<file path="src/rtl/led_seq_pkg.sv">
// Shared codes for the LED pattern sequencer: modes, FSM states,
// bounce direction and the pattern loaded when a run starts.
package led_seq_pkg;

    typedef enum logic [1:0] {
        MODE_ROTATE = 2'd0,
        MODE_BOUNCE = 2'd1,
        MODE_COUNT  = 2'd2,
        MODE_BLINK  = 2'd3
    } modeT;

    typedef enum logic [1:0] {
        ST_IDLE  = 2'd0,
        ST_RUN   = 2'd1,
        ST_PAUSE = 2'd2
    } stateT;

    typedef enum logic {
        DIR_LEFT  = 1'b0,
        DIR_RIGHT = 1'b1
    } dirT;

    // Every initial pattern is either all-zero or a lone LSB, whatever the
    // LED width, so only the LSB needs to be stored per mode.
    localparam logic INIT_LSB_ROTATE = 1'b1;
    localparam logic INIT_LSB_BOUNCE = 1'b1;
    localparam logic INIT_LSB_COUNT  = 1'b0;
    localparam logic INIT_LSB_BLINK  = 1'b0;

    function automatic logic initLsb(input modeT m);
        logic lsb;
        unique case (m)
            MODE_ROTATE: lsb = INIT_LSB_ROTATE;
            MODE_BOUNCE: lsb = INIT_LSB_BOUNCE;
            MODE_COUNT:  lsb = INIT_LSB_COUNT;
            default:     lsb = INIT_LSB_BLINK;
        endcase
        return lsb;
    endfunction

endpackage

</file>
<file path="src/rtl/led_tick_gen.sv">
// Step prescaler: counts 0..CLK_DIV-1 while enabled and flags the last
// count. oTICK is a same-cycle request; the parent registers it so that its
// own tick output lines up with the LED update.
module led_tick_gen #(
    parameter int CLK_DIV = 4
) (
    input  logic iCLK,
    input  logic iRST,
    input  logic iEN,
    input  logic iCLR,
    output logic oTICK
);

    localparam int CW = (CLK_DIV > 2) ? $clog2(CLK_DIV) : 1;
    localparam logic [CW-1:0] LAST = CW'(CLK_DIV - 1);

    logic [CW-1:0] count;

    // Count only when enabled; a disabled prescaler keeps its value so a
    // paused run resumes mid-period. Clear wins over enable.
    always_ff @(posedge iCLK) begin
        if (iRST || iCLR) begin
            count <= '0;
        end else if (iEN) begin
            count <= (count == LAST) ? '0 : count + CW'(1);
        end
    end

    assign oTICK = iEN && (count == LAST);

endmodule

</file>
<file path="src/rtl/led_pattern_sequencer.sv">
// LED pattern sequencer: IDLE/RUN/PAUSE control, mode latch, bounce
// direction and the registered LED pattern, stepped by led_tick_gen.
// Control inputs are single-cycle strobes with no handshake: a strobe is
// acted on in the cycle it is high and otherwise ignored; iSTOP has priority
// over iSTART whenever both are high.
module led_pattern_sequencer
    import led_seq_pkg::*;
#(
    parameter int CLK_DIV = 25_000_000,
    parameter int LED_W   = 8
) (
    input  logic             iCLK,
    input  logic             iRST,
    input  logic             iSTART,
    input  logic             iSTOP,
    input  logic [1:0]       iMODE,
    output logic [LED_W-1:0] oLED,
    output logic             oBUSY,
    output logic             oTICK,
    output logic [1:0]       oState
);

    stateT            state, stateNext;
    modeT             mode, modeNext;
    dirT              dir, dirNext;
    logic [LED_W-1:0] led, ledNext;
    logic             tick, tickNext;
    logic             stepReq;
    logic             tickEn;
    logic             tickClr;

    // A stop in RUN freezes the prescaler in the same cycle, which also
    // swallows a tick that would have landed on that edge.
    assign tickEn  = (state == ST_RUN) && !iSTOP;
    assign tickClr = (state == ST_PAUSE) && iSTOP;

    led_tick_gen #(
        .CLK_DIV(CLK_DIV)
    ) uTickGen (
        .iCLK (iCLK),
        .iRST (iRST),
        .iEN  (tickEn),
        .iCLR (tickClr),
        .oTICK(stepReq)
    );

    // Register every piece of state; all outputs come straight from these.
    always_ff @(posedge iCLK) begin
        if (iRST) begin
            state <= ST_IDLE;
            mode  <= MODE_ROTATE;
            dir   <= DIR_LEFT;
            led   <= '0;
            tick  <= 1'b0;
        end else begin
            state <= stateNext;
            mode  <= modeNext;
            dir   <= dirNext;
            led   <= ledNext;
            tick  <= tickNext;
        end
    end

    // Next-state, mode latch, direction and pattern stepping.
    always_comb begin
        stateNext = state;
        modeNext  = mode;
        dirNext   = dir;
        ledNext   = led;
        tickNext  = 1'b0;
        unique case (state)
            ST_IDLE: begin
                if (iSTART && !iSTOP) begin
                    stateNext = ST_RUN;
                    modeNext  = modeT'(iMODE);
                    dirNext   = DIR_LEFT;
                    ledNext   = {{(LED_W-1){1'b0}}, initLsb(modeT'(iMODE))};
                end
            end
            ST_RUN: begin
                if (iSTOP) begin
                    stateNext = ST_PAUSE;
                end else if (stepReq) begin
                    tickNext = 1'b1;
                    unique case (mode)
                        MODE_ROTATE: ledNext = {led[LED_W-2:0], led[LED_W-1]};
                        MODE_BOUNCE: begin
                            // Reverse at either end so the lit bit reflects
                            // instead of falling off the vector.
                            if (dir == DIR_LEFT) begin
                                if (led[LED_W-1]) begin
                                    dirNext = DIR_RIGHT;
                                    ledNext = led >> 1;
                                end else begin
                                    ledNext = led << 1;
                                end
                            end else begin
                                if (led[0]) begin
                                    dirNext = DIR_LEFT;
                                    ledNext = led << 1;
                                end else begin
                                    ledNext = led >> 1;
                                end
                            end
                        end
                        MODE_COUNT:  ledNext = led + {{(LED_W-1){1'b0}}, 1'b1};
                        default:     ledNext = ~led;
                    endcase
                end
            end
            ST_PAUSE: begin
                if (iSTOP) begin
                    stateNext = ST_IDLE;
                    ledNext   = '0;
                end else if (iSTART) begin
                    stateNext = ST_RUN;
                end
            end
            default: begin
                stateNext = ST_IDLE;
                ledNext   = '0;
            end
        endcase
    end

    assign oLED   = led;
    assign oTICK  = tick;
    assign oBUSY  = (state != ST_IDLE);
    assign oState = state;

endmodule

</file>
<file path="config.mk">
export PLATFORM = sky130hd
export DESIGN_NAME = led_pattern_sequencer
export DESIGN_NICKNAME = d
export VERILOG_FILES = /design/src/rtl/led_seq_pkg.sv /design/src/rtl/led_tick_gen.sv /design/src/rtl/led_pattern_sequencer.sv
export SDC_FILE = /design/constraint.sdc
export NUM_CORES = 1
export LEC_CHECK = 0
export ABC_AREA = 1
export BUFFER_PORTS_ARGS = -buffer_cell sky130_fd_sc_hd__buf_2
export CORE_MARGIN = 4
export CORE_UTILIZATION = 60
export CTS_BUF_LIST = sky130_fd_sc_hd__clkbuf_4 sky130_fd_sc_hd__clkbuf_8
export CTS_CLUSTER_DIAMETER = 150
export DETAILED_ROUTE_END_ITERATION = 6
export PLACE_DENSITY = 0.82
export SLEW_MARGIN = 20
export SYNTH_ARGS = -nofsm -noshare
export SYNTH_HDL_FRONTEND = slang
export SYNTH_HIERARCHICAL = 1
export SYNTH_SLANG_ARGS = --single-unit
</file>
<file path="constraint.sdc">
create_clock -name iCLK -period 2.5 [get_ports iCLK]
set_clock_uncertainty 0.1 [all_clocks]
set_input_delay 0.375 -clock iCLK [delete_from_list [all_inputs] [get_ports iCLK]]
set_output_delay 0.375 -clock iCLK [all_outputs]
set_load 0.02 [all_outputs]
</file>
# Word-level counts from Yosys, hierarchy flattened
# Index checks and enable logic that the tools add are counted.
# W data, S select, Z words.
# op_classes
addsub,2
n_eq_ne,13
n_mux,25
n_bitwise,2
n_reduce_logical,17
# ops
cell,n
$mux W8,7
$pmux W8 S3,2
$add A25 B1 Y25 const B,1
$eq A25 B25 Y1 const B,1
$mux W25,1
$ne A2 B2 Y1 const B,5
$mux W1,9
$add A8 B1 Y8 const B,1
$mux W2,4
$not A8 Y8,1
$eq A2 B1 Y1 const B,3
$logic_not A2 Y1,3
$pmux W2 S3,1
$reduce_and A5 Y1,1
$eq A2 B2 Y1 const B,2
$logic_and A1 B1 Y1,4
$reduce_and A4 Y1,1
$reduce_bool A2 Y1,2
$ne A3 B3 Y1 const B,1
$reduce_and A3 Y1,1
$reduce_or A3 Y1,1
$ne A2 B1 Y1 const B,1
$pmux W1 S2,1
$reduce_and A2 Y1,1
other kinds (4),4
# word_totals
ff_bits,39
in_bits,6
out_inout_bits,12
wordCells,65

# Depth between registers and ports, before layout
# logic_depth
ltp_word,6
ltp_mapped,13
mapped_depth_nobuf,12

# By module
# The synthesis kept the hierarchy.
# modules_own_cells
mod,n_inst,cells_per_inst,area_per_inst_um2,seq_area_each_um2
led_tick_gen,1,222,1451.4,500.5
led_pattern_sequencer,1,187,1113.6,280.3

# Worst setup path after synthesis
# No wires, ideal clock.
# synth_path
path_kind,register to register
startpoint,register state[0] (netlist: oState[0])
endpoint,register led[2] (netlist: oLED[2])
setup_time_ns,0.066
t_arrival_ns,1.950
required_ns,2.334
path_slack_ns,0.384
stages_incl_launch_ff,13
path_buffers,2
synth_period_minus_slack_ns,2.116
cell_sequence,dfxtp_1 -> nand2_1 -> nor2_1 -> buf_4 -> nand2_1 -> nor3_2 -> nand2_2 -> nor2_4 -> a21oi_2 -> nor3_4 -> buf_6 -> o21ai_2 -> a21oi_2
# synth_via
elab_chain_cells,5
elab_cells_between_ends,11
classes_between,eq/ne (6); mux (1); reduce/logical (4)
# synth_lines
item,line_no,text
from (decl),led_pattern_sequencer.sv:23,"stateT state, stateNext;"
from (signal assigned),led_pattern_sequencer.sv:56,state <= stateNext;
$eq A2 B1 Y1,led_pattern_sequencer.sv:34,assign tickEn = (state == ST_RUN) && !iSTOP;
$logic_and A1 B1 Y1,led_pattern_sequencer.sv:34,
named net tickEn,led_pattern_sequencer.sv:29,logic tickEn;
$logic_and A1 B1 Y1,led_tick_gen.sv:29,assign oTICK = iEN && (count == LAST);
named net stepReq,led_pattern_sequencer.sv:28,logic stepReq;
$ne A2 B2 Y1 (no source line),n/a,
$reduce_and A4 Y1 (no source line),n/a,
to (signal assigned),led_pattern_sequencer.sv:59,led <= ledNext;
to (decl),led_pattern_sequencer.sv:26,"logic [LED_W-1:0] led, ledNext;"
# The timed path passes the listed nets, and every way through them passes these cells.
# A chain may end at the register's enable or synchronous reset.

# Worst setup path after layout
# layout_path
startpoint,register state[1] (netlist: oState[1])
endpoint,register led[0] (netlist: oLED[0])
# The elaborated chain is that of the path after synthesis.

==> reports/results.ini <==
[layout]
fin_nets = 438
multi_input_area_um2 = 1550
num-fill-cells = 388
regArea_um2 = 781
syn_to_final_growth_pct = 7.61
final_cell_area_um2 = 2760
diodes = 0
drive_gt1_frac = 0.178

[placed_design]
placed_area_um2 = 2680
hpwl_um = 4510
io_buffers = 17
gp_congestion = 0.924

[cts]
cts_buffers = 5
hold_buffers = 0
h-tree-depth = 2
cts_sinks = 39
clockBufferDepth = 2
cts_tree = done
clock_latency_ns = 0.28
cts_resized = 0
cts-root-buf = clkbuf_8
clkTransAtPathRegs_ns = 0.07
cts_setup_buffers = 0

[power_and_ir_drop]
p_seq_frac = 0.530
p_leak_nw = 1.15
switching_share = 0.287
powerDensity_nw_per_um2 = 462
clock_power_share = 0.302
intPower_uw = 909
p_switching_uw = 367
pwr-share-comb = 0.168
ir_drop_v = 0.000298

[floorplanning]
chipWidth_um = 73.4
ios = 18
row_count = 23
die_height_um = 73.4
start_util = 0.632
design.die.area_um2 = 5380
core_area_um2 = 4060

[synth]
synth_cells = 409
yosys.area_share.simple = 0.419
synth_top_family_by_area = simple AND/OR/NAND/NOR gates
ys_seq_area_frac = 0.304
syn_avg_cell_area_um2 = 6.27
synth_area_leaders = dfxtp_1 (30%), nand2_1 (15%), nor2_1 (10%), inv_1 (6.1%), nand3_1 (5.9%)
synth_largest_area_cell = dfxtp_1
synthTopCellsByCount = nand2_1 (104), nor2_1 (69), inv_1 (42)
synth_top_area_frac = 0.304
synth_compound_area_frac = 0.135
syn-num-nets = 418
synthAdderAreaFrac = 0.0146
yosys_warnings = 6
synthMuxAreaShare = 0.00390
syn-cell-area_um2 = 2560
synth_xor_area_frac = 0.0307
ys_seq_elements = 39
ys_types = 35
async_flop_share = 0
synthFlopType = dfxtp_1
synth_edf_count = 0
synth_most_common_cell = nand2_1

[timing]
drv_slew = 0
hold_viol = 0
grt_setup_unrepaired = false
finalSetupViolations = 0
worst_hold_slack_ns = 0.202
fmax_mhz = 472
min_period_ns = 2.12
finalCritPeriodShare = 0.848
worst_pin_slew_ns = 0.631
tns_ns = 0
relSlewSlack = 0.579

[route]
wirelength_um = 5870
final_antenna_net_count = 0
drc_errors = 0
drt-pass1-iter-count = 4
drt_iter0_drc = 191
viasPerCell = 5.34
vias = 2551
wire_per_inst_um = 12.3

[hold_path]
hold_path_class = in2reg
min_delay_path_depth = 2
min-delay-start = iRST

[critical_path]
rr_startpoint = oState[1]$_SDFFE_PP0P_
crit_top_cell = nor2_1
end_kind = flip-flop
crit_slowest_cell = dfxtp_1
reg2reg_depth = 13
worst_ep_required_time_ns = 2.57
crit_type = reg2reg
critical_path.startpoint = oState[1]$_SDFFE_PP0P_
crit_chain = inv_1 > nand2_1 > nor2_1 > nand2_1 > nor3_2 > nand2_2 > nor2_4 > a21oi_2 > nor3_4 > buf_4 > o21ai_0 > nor2_1 > nor2_1
cp-start-kind = flip-flop
crit_buf_inv = 2
slowest_delay_ns = 0.33
path_max_fanout = 16
crit_family = simple AND/OR/NAND/NOR gates
worstPathArrival_ns = 2.19
worstSetupPathDepth = 13

[flow_run]
max_cap_viol_count = 0

[global_route]
track_usage = 0.244
grt_max_degree = 17
first_global_vias = 2436
grt-ovfl-total = 0
antenna_found_initial = 0
grt_pass1_wl_um = 10500

[run_status]
status = completed

metal layers:
metal  wire (um)  track usage  share of wire  vias up
li1            -            -              -     1328
met1        2480        0.282           0.42     1133
met2        3000        0.437           0.51       76
met3         263       0.0506          0.045       14
met4         129       0.0966          0.022        0
met5           0            0              0        -
cells in the final DEF, fill, tap and decap left out, drive strengths merged, types with 4 or more instances in the layout:
cell type	n
inv	50
nand3	32
nand2	116
xor2	4
a21oi	22
o21ai	30
nor2	86
xnor2	5
buf	20
dfxtp	39
clkbuf	6
power groups by stage:
stage / clock network, mW / registers [mW] / logic [mW]
2_1_floorplan: 0 / 0.692 / 0.154
3_3_place_gp: 0 / 0.689 / 0.208
3_5_place_dp: 0 / 0.690 / 0.213
4_1_cts: 0.401 / 0.675 / 0.214
5_1_grt: 0.427 / 0.680 / 0.246
6_report: 0.385 / 0.676 / 0.215
worst paths after layout:
| path | to | slack (ns) |
|---|---|---|
| hold reg to reg | uTickGen/count[7]$_SDFFE_PP0P_ | 0.42 |
| setup reg to reg | oLED[0]$_SDFFE_PP0P_ | 0.38 |
| hold / removal | oState[1]$_SDFFE_PP0P_ | 0.20 |
| setup / recovery | oLED[0]$_SDFFE_PP0P_ | 0.38 |
sequential cells by signal, indices dropped and copies added (netlist names):
signal / count
oTICK: 1
mode: 2
dir: 1
oLED: 8
oState: 2
uTickGen/count: 25
kinds of logic after synthesis:
kind of cell	count (synthesis)
fa+ha+maj	3
compound gates	59
simple gates	241
mux	1
flops	39
buf+inv	57
xor+xnor	9
layout make-up:
class                           instances  area share
Sequential cell                        39       0.283
Clock buffer                            6      0.0277
Inverter                               50      0.0680
Tap cell                               50      0.0227
Timing Repair Buffer                   20      0.0390
Multi-Input combinational cell        313       0.560
metrics by stage:
step | util | setup WS (ns) | power (mW) | instances
floorplan | - | 0.384 | 0.846 | 409
global placement | 0.661 | 0.516 | 0.897 | 472
detailed placement | 0.661 | 0.401 | 0.903 | 472
CTS | 0.680 | 0.376 | 1.29 | 478
global route | 0.680 | 0.0855 | 1.35 | 478
finish | 0.680 | 0.380 | 1.28 | 478
No activity file was read; power rests on OpenSTA's default activity.
